<file path="src/rtl/fetch_unit.sv">
// Instruction-fetch stage: owns the fetch PC, issues credit-limited in-order requests to
// instruction memory and buffers returned words with their PCs for the decode stage.
module fetch_unit #(
    parameter logic [15:0] RESET_PC  = 16'h0000,
    parameter int unsigned BUF_DEPTH = 2
) (
    input  logic        clk,
    input  logic        rst_n,
    output logic        imem_req_valid,
    input  logic        imem_req_ready,
    output logic [15:0] imem_req_addr,
    input  logic        imem_rsp_valid,
    input  logic [15:0] imem_rsp_data,
    input  logic        redirect_valid,
    input  logic [15:0] redirect_pc,
    input  logic        stall_d,
    output logic        if_valid,
    output logic [15:0] if_instr,
    output logic [15:0] if_pc
);
    localparam int unsigned PW = (BUF_DEPTH > 1) ? $clog2(BUF_DEPTH) : 1;
    localparam int unsigned CW = $clog2(BUF_DEPTH + 1);

    logic [15:0]   fetch_pc;
    logic [CW-1:0] outstanding;
    logic [CW-1:0] occupancy;
    logic [CW-1:0] discard;
    logic [PW-1:0] buf_rd;
    logic [PW-1:0] buf_wr;
    logic [PW-1:0] tag_rd;
    logic [PW-1:0] tag_wr;
    logic [15:0]   buf_data [BUF_DEPTH];
    logic [15:0]   buf_pc   [BUF_DEPTH];
    logic [15:0]   tag_pc   [BUF_DEPTH];

    logic          pop;
    logic          push;
    logic          accept;
    logic          rsp_live;
    logic          credit_ok;
    logic [CW:0]   in_use;

    function automatic logic [PW-1:0] next_ptr(input logic [PW-1:0] p);
        return (p == PW'(BUF_DEPTH - 1)) ? '0 : p + PW'(1);
    endfunction

    always_comb begin
        pop       = if_valid & ~stall_d & ~redirect_valid;
        rsp_live  = imem_rsp_valid & (outstanding != '0);
        push      = rsp_live & ~redirect_valid & (discard == '0);
        in_use    = {1'b0, outstanding} + {1'b0, occupancy} - (CW+1)'(pop);
        credit_ok = ~redirect_valid & (in_use < (CW+1)'(BUF_DEPTH));
        accept    = credit_ok & imem_req_ready;
    end

    // Reset gates only the port; internal state is already held by the async clear.
    assign imem_req_valid = credit_ok & rst_n;
    assign imem_req_addr  = fetch_pc;

    always_ff @(posedge clk or negedge rst_n) begin
        if (!rst_n) begin
            fetch_pc    <= RESET_PC;
            outstanding <= '0;
            occupancy   <= '0;
            discard     <= '0;
            buf_rd      <= '0;
            buf_wr      <= '0;
            tag_rd      <= '0;
            tag_wr      <= '0;
        end else begin
            if (redirect_valid) begin
                fetch_pc <= redirect_pc;
            end else if (accept) begin
                fetch_pc <= fetch_pc + 16'd1;
            end

            outstanding <= outstanding + CW'(accept) - CW'(rsp_live);

            // Every request still in flight at a redirect is stale, whatever was pending before.
            if (redirect_valid) begin
                discard <= outstanding - CW'(rsp_live);
            end else if (rsp_live && (discard != '0)) begin
                discard <= discard - CW'(1);
            end

            if (accept) begin
                tag_wr <= next_ptr(tag_wr);
            end
            if (rsp_live) begin
                tag_rd <= next_ptr(tag_rd);
            end

            if (redirect_valid) begin
                buf_rd    <= '0;
                buf_wr    <= '0;
                occupancy <= '0;
            end else begin
                if (push) begin
                    buf_wr <= next_ptr(buf_wr);
                end
                if (pop) begin
                    buf_rd <= next_ptr(buf_rd);
                end
                occupancy <= occupancy + CW'(push) - CW'(pop);
            end
        end
    end

    always_ff @(posedge clk) begin
        if (accept) begin
            tag_pc[tag_wr] <= fetch_pc;
        end
        if (push) begin
            buf_data[buf_wr] <= imem_rsp_data;
            buf_pc[buf_wr]   <= tag_pc[tag_rd];
        end
    end

    assign if_valid = (occupancy != '0);
    assign if_instr = if_valid ? buf_data[buf_rd] : '0;
    assign if_pc    = if_valid ? buf_pc[buf_rd]   : '0;

    rsp_needs_request: assert property (@(posedge clk) disable iff (!rst_n)
        imem_rsp_valid |-> (outstanding != '0));

endmodule
</file>
<file path="config.mk">
export PLATFORM = sky130hd
export DESIGN_NAME = fetch_unit
export DESIGN_NICKNAME = d
export VERILOG_FILES = /design/src/rtl/fetch_unit.sv
export SDC_FILE = /design/constraint.sdc
export NUM_CORES = 1
export LEC_CHECK = 0
export CAP_MARGIN = 20
export CORE_MARGIN = 2
export CORE_UTILIZATION = 55
export DETAILED_ROUTE_END_ITERATION = 8
export DONT_BUFFER_PORTS = 1
export MAX_ROUTING_LAYER = met4
export PLACE_DENSITY_LB_ADDON = 0.05
export SYNTH_ARGS = -nofsm -noshare
export SYNTH_HDL_FRONTEND = slang
export SYNTH_SLANG_ARGS = --single-unit
export TNS_END_PERCENT = 30
</file>
<file path="constraint.sdc">
create_clock -name clk -period 4.4 [get_ports clk]
set_input_delay 0.44 -clock clk [delete_from_list [all_inputs] [get_ports clk]]
set_output_delay 0.44 -clock clk [all_outputs]
set_load 0.01 [all_outputs]
</file>
==> results of run 1 <==
## per-layer routing
layer | vias up | track usage [%]
li1 | 1369 | -
met1 | 1427 | 24.6
met3 | 14 | 6.38
met5 | - | -
met4 | 0 | 8.94
met2 | 85 | 32.6
## state kept, by name, indices dropped and copies added, names as in the netlist
signal and flops:
occupancy 2, buf_rd 1, tag_rd 1, buf_wr 1, tag_pc 32, buf_data 32, discard 2, outstanding 2
imem_req_addr 16, tag_wr 1, buf_pc 32
## through the flow
stage / setup WS (ns) / power [W] / instances
CTS: 1.03 / 0.00376 / 494
detailed placement: 1.05 / 0.00234 / 452
floorplan: 0.739 / 0.00217 / 354
global route: 0.815 / 0.00391 / 498
global placement: 1.18 / 0.00230 / 452
finish: 1.04 / 0.00373 / 498
## cells in the final DEF, fill, tap and decap left out, types with 5 or more instances in the layout
cell type | Yosys | final
dlygate4sd3_1 | 0 | 13
dfrtp_1 | 26 | 25
nand2_1 | 13 | 13
mux2_2 | 17 | 17
o21ai_0 | 5 | 5
nor3_1 | 7 | 7
clkbuf_16 | 0 | 16
ha_1 | 9 | 9
a221o_1 | 6 | 6
inv_1 | 16 | 16
xnor2_1 | 8 | 8
mux2i_1 | 36 | 36
edfxtp_1 | 96 | 96
nor2_1 | 41 | 38
nand3_1 | 8 | 8
## worst paths after layout
kind                                  endpoint  slack (ns)  depth (start not counted)
worst max-delay path            imem_req_valid        1.04                          7
worst min-delay path            buf_data[0][0]        0.02                          0
worst max register to register    tag_pc[0][1]        1.09                         10
worst min register to register          tag_wr        0.52                          1
max in group asynchronous               buf_rd        3.87                          2
min in group asynchronous               buf_wr        0.35                          2
## cell type report
cell class | instances | area, um^2
fillers | 672 | 3150
well taps | 111 | 139
flip-flops and latches | 122 | 3530
clock buffers | 17 | 414
multi-input cells | 200 | 1540
repair buffers | 16 | 165
clock inverters | 15 | 190
inverters | 17 | 63.8
## cells by family after synthesis
kind of cell             share of synthesized area, %
XOR/XNOR                                         1.84
buffers and inverters                            2.44
AO/OA/AOI/OAI                                    5.22
multiplexers                                     10.7
AND/OR/NAND/NOR                                  9.08
flip-flops                                       68.2
adder cells (fa/ha/maj)                          2.56
## cell usage after synthesis, types with 2 or more instances
| cell type | n |
|---|---|
| nor4_1 | 3 |
| xnor2_1 | 8 |
| nand2b_1 | 2 |
| a221o_1 | 6 |
| buf_1 | 2 |
| nand3_1 | 8 |
| clkbuf_1 | 8 |
| o311a_1 | 2 |
| nor3b_1 | 2 |
| nor3_1 | 7 |
| nor2_1 | 41 |
| buf_2 | 5 |
| nand2_1 | 13 |
| inv_1 | 16 |
| dfrtp_1 | 26 |
| or3_1 | 2 |
| mux2i_1 | 36 |
| a211o_1 | 3 |
| o21ai_0 | 5 |
| o311ai_0 | 2 |
| a21o_1 | 4 |
| ha_1 | 9 |
| a21oi_1 | 2 |
| mux2_2 | 17 |
| edfxtp_1 | 96 |
| nand4_1 | 4 |
## power by group through the flow
stage	Combinational [W]	Sequential, W	Clock (W)
global route	0.000763	0.00167	0.00147
global placement	0.000640	0.00166	0
finish	0.000682	0.00164	0.00140
detailed placement	0.000667	0.00167	0
CTS	0.000686	0.00165	0.00142
floorplan	0.000608	0.00156	0
==> metrics, run 1 <==
status=finished, final reports clean; reg2reg start=occupancy[0]; Setup Skew=0.0124 ns; actual slew at the worst max-slew pin=0.987 ns; cell internal pwr=0.00262 W; critical path's top delay family=simple AND/OR/NAND/NOR gates; synthesized area per cell=14.6 um^2; Total GRT Usage=20.6%; Yosys cell types=51; Clk pwr share=37.6%; final instance area=0.00604 mm^2; Static Leak=2.14 nW; num ports=88; CP Buf/Inv Count=0; wire per inst=19.2 um; max incr delay on CP=0.61 ns; clk root buf=clkbuf_8; Max IR drop VDD=0.329 mV; switching share of power=29.7%; CTS tree=done; register share of total power=44.1%; Tcrit/Tclk final=76.4%; Die Wd=101 um; CP required=3.96 ns; CP startpoint kind=flip-flop; Fin Setup TNS=0 ns; detailed placement HPWL=5920 um; post_cts resized=0; CP Class=reg2out; critical-path cell list=nor2_2, nor3_1, ha_1, nand2b_1, fa_1, xnor2_2, nor4bb_1; Crit Path Max Fanout=8; Post-synth EDFFs=96; Min Hold Slack=0.0224 ns; Post-DRT Antenna Nets=0; number of global-route vias before repair=2977; sequential area share after synthesis=68.2%; # rows=35; Max clock buf depth=2; NetSw=0.00111 W; fraction of registers with async set/reset=21.3%; drt pass-1 iters=4; Hold WC Path Type=in2reg; initial antenna violation count=0; flops & latches, synth=122; post-route minimum period=3.36 ns; Worst-Skew Late Latency=0.52 ns; total CTS buffers=17; Yosys top cell area share=55.7%; Final Wtd Congestion=0.834; Remaining Overflow, GRT=0; RSZ-0062 raised after global routing=false; final setup violation count=0; Relative slew margins=34.2%; maximum clock rate=297 MHz; WL met1=4130 um; met3 WL=513 um; max-slew violation count=0; Nets=422; cell taking the most area after synthesis=edfxtp_1; Cell Area, Placed=0.00529 mm^2; Synth warnings=0; global-route wire length before repair=15300 um; vias=2895; core area=0.00920 mm^2; clock sink count=122; height of the chip=101 um; diode count=0; initial core utilization=56.3%; net count of the mapped netlist=402; post-layout util=65.7%; slowest CP cell=nor4bb_1; Area Growth Syn to Fin=16.7%; hold_sp=imem_rsp_data[0]; Top Layer Used=met4; Comb pwr share=18.3%; Initial DRC Count=126; Post-Route WL=9550 um; Mapped Area=0.00518 mm^2; clock slew at reported path FFs=0.07 ns; crit end category=primary output; dominant synthesized flop cell=edfxtp_1; fraction of layout cells with a size suffix above 1=16.3%; WP data arrival=2.92 ns; CTS Hold Bufs=10; I/O Buffers=0; routed vias/inst=5.81; full die area=0.0102 mm^2; CP Launch Point=occupancy[0]; Max-Cap Viols=0; largest net degree at the start of global routing=36; DRC=0; Post-Syn Instances=354; post-CTS setup buffer count=0; cells taking the most area after synthesis=edfxtp_1 (56%), dfrtp_1 (13%), mux2i_1 (7.0%); H-tree depth=4; PD cells=616 mW/mm^2; metal2 WL=4750 um; final hold violations=0
No activity file was read; power rests on OpenSTA's default activity.
==> run 2, diff against run 1 <==
==> constraint.sdc (replaced) <==
create_clock -name clk -period 3.02 [get_ports clk]
set_input_delay 0.302 -clock clk [delete_from_list [all_inputs] [get_ports clk]]
set_output_delay 0.302 -clock clk [all_outputs]
set_load 0.01 [all_outputs]
==> metrics, run 2 (synthesized netlist as in run 1, its figures left out) <==
fraction of layout cells with a size suffix above 1=19.9% (was 16.3%); CP Class=reg2out (unchanged); final hold violations=0 (unchanged); Reg2Reg Depth=13 (was 10); number of global-route vias before repair=3097 (was 2977); Crit Path Max Fanout=2 (was 8); wire per inst=18.0 um (was 19.2 um); critical path's top delay family=adder cells (was simple AND/OR/NAND/NOR gates); Reg area=0.00353 mm^2 (unchanged); clock slew at reported path FFs=0.06 ns (was 0.07 ns); Final Non-Filler Cells=529 (was 498); Die Wd=101 um (unchanged); largest net degree at the start of global routing=36 (unchanged); Nets=453 (was 422); clk root buf=clkbuf_8 (unchanged); crit end category=primary output (unchanged); max incr delay on CP=0.57 ns (was 0.61 ns); core area=0.00920 mm^2 (unchanged); Static Leak=2.32 nW (was 2.14 nW); initial core utilization=56.3% (unchanged); PD cells=882 mW/mm^2 (was 616 mW/mm^2); initial antenna violation count=0 (unchanged); Largest regs=buf_data (32), buf_pc (32), tag_pc (32) (unchanged); Post-DRT Antenna Nets=0 (unchanged); CP required=2.72 ns (was 3.96 ns); final instance area=0.00642 mm^2 (was 0.00604 mm^2); global-route wire length before repair=15400 um (was 15300 um); # rows=35 (unchanged); Worst-Skew Late Latency=0.51 ns (was 0.52 ns); diode count=0 (unchanged); CTS tree=done (unchanged); total CTS buffers=17 (unchanged); max-slew violation count=0 (unchanged); DRC=0 (unchanged); WP data arrival=2.62 ns (was 2.92 ns); clock sink count=122 (unchanged); dpl ws=0.157 ns (was 1.05 ns); full die area=0.0102 mm^2 (unchanged); hold path cells=2 (was 0); final worst setup slack=0.0996 ns (was 1.04 ns); Post-Route WL=9530 um (was 9550 um); slowest CP cell=fa_2 (was nor4bb_1); Max clock buf depth=2 (unchanged); Setup Skew=0.0139 ns (was 0.0124 ns); RSZ-0062 raised after global routing=false (unchanged); critical path depth=7 (unchanged); Remaining Overflow, GRT=0 (unchanged); height of the chip=101 um (unchanged); critical-path cell list=nor2_4, nor3_4, ha_1, nand2b_4, fa_2, nor4bb_2, buf_4 (was nor2_2, nor3_1, ha_1, nand2b_1, fa_1, xnor2_2, nor4bb_1); area of the multi-input gates=0.00161 mm^2 (was 0.00154 mm^2); Max IR drop VDD=0.464 mV (was 0.329 mV); vias=3003 (was 2895); actual slew at the worst max-slew pin=0.978 ns (was 0.987 ns); H-tree depth=4 (unchanged); Fin Setup TNS=0 ns (unchanged); CP Buf/Inv Count=1 (was 0); Final Wtd Congestion=0.845 (was 0.834); commonest non-fill, non-tap cell in the layout=edfxtp_1 (unchanged); Hold WC Path Type=in2reg (unchanged); num ports=88 (unchanged); Tcrit/Tclk final=96.7%; post-route minimum period=2.92 ns; Initial DRC Count=166 (was 126); CP startpoint kind=flip-flop (unchanged); drt pass-1 iters=4 (unchanged); detailed placement HPWL=5740 um (was 5920 um); Layout fillers=636 (was 672); Max-Cap Viols=0 (unchanged); Cells after DPL=461 (was 452); I/O Buffers=0 (unchanged); Cell Area, Placed=0.00541 mm^2 (was 0.00529 mm^2); Total GRT Usage=21.0% (was 20.6%); maximum clock rate=342 MHz; Min Hold Slack=0.0337 ns (was 0.0224 ns); most frequent cells in the layout=edfxtp_1 (96), nor2_1 (37), mux2i_1 (36) (was edfxtp_1 (96), nor2_1 (38), mux2i_1 (36)); routed vias/inst=5.68 (was 5.81); Area Growth Syn to Fin=24.0% (was 16.7%); final setup violation count=0 (unchanged); Relative slew margins=34.8% (was 34.2%); status=finished, final reports clean (unchanged)
==> run 2: cell types whose count changed in the layout (fill, tap and decap cells not counted), sizes merged <==
cell         before  now
buf               3   14
bufinv            3    4
clkinv            5    6
clkinvlp          2    1
dlygate4sd3      13   33
inv              22   21
==> run 2: worst paths after layout <==
check,from,endpoint,slack (ns)
worst min register to register,tag_wr,tag_wr,0.55
worst min-delay path,redirect_pc[14],imem_req_addr[14],0.03
min in group asynchronous,rst_n,discard[1],0.24
worst max-delay path,occupancy[1],imem_req_valid,0.1
max in group asynchronous,rst_n,buf_rd,2.62
worst max register to register,occupancy[1],outstanding[1],0.22
==> run 2: timing repair <==
| item | CTS | global route |
|---|---|---|
| hold buffers | 34 | 0 |
| setup buffers | 0 | 2 |
| setup endpoints to repair | 1 | 1 |
| hold endpoints to repair | 79 | 0 |
| resized for setup | 3 | 0 |
| pin swaps | 0 | 2 |
==> run 2: area by class of cell <==
| class | count | area share (%) |
|---|---|---|
| flip-flops and latches | 122 | 55.0 |
| multi-input cells | 200 | 25.1 |
| repair buffers | 47 | 6.97 |
| clock buffers | 17 | 6.45 |
| clock inverters | 15 | 3.33 |
| well taps | 111 | 2.16 |
| inverters | 17 | 0.993 |
==> run 2: where the power goes <==
group	internal [W]	switching (W)
sequential	0.00210	0.000302
combinational	0.000559	0.000593
clock	0.00136	0.000753
==> run 2: stage by stage <==
step / total power [W] / util, %
finish: 0.00567 / 69.9
global route: 0.00595 / 69.9
CTS: 0.00570 / 69.7
detailed placement: 0.00347 / 58.8
global placement: 0.00343 / 58.8
floorplan: 0.00321 / -
==> run 2: per-layer routing <==
| metal | GRT usage (%) | up-vias | part of all wire, % |
|---|---|---|---|
| li1 | - | 1434 | - |
| met1 | 25.5 | 1461 | 45 |
| met2 | 33.0 | 103 | 49 |
| met3 | 6.87 | 5 | 5.8 |
| met4 | 7.80 | 0 | 0.65 |
| met5 | - | - | 0 |
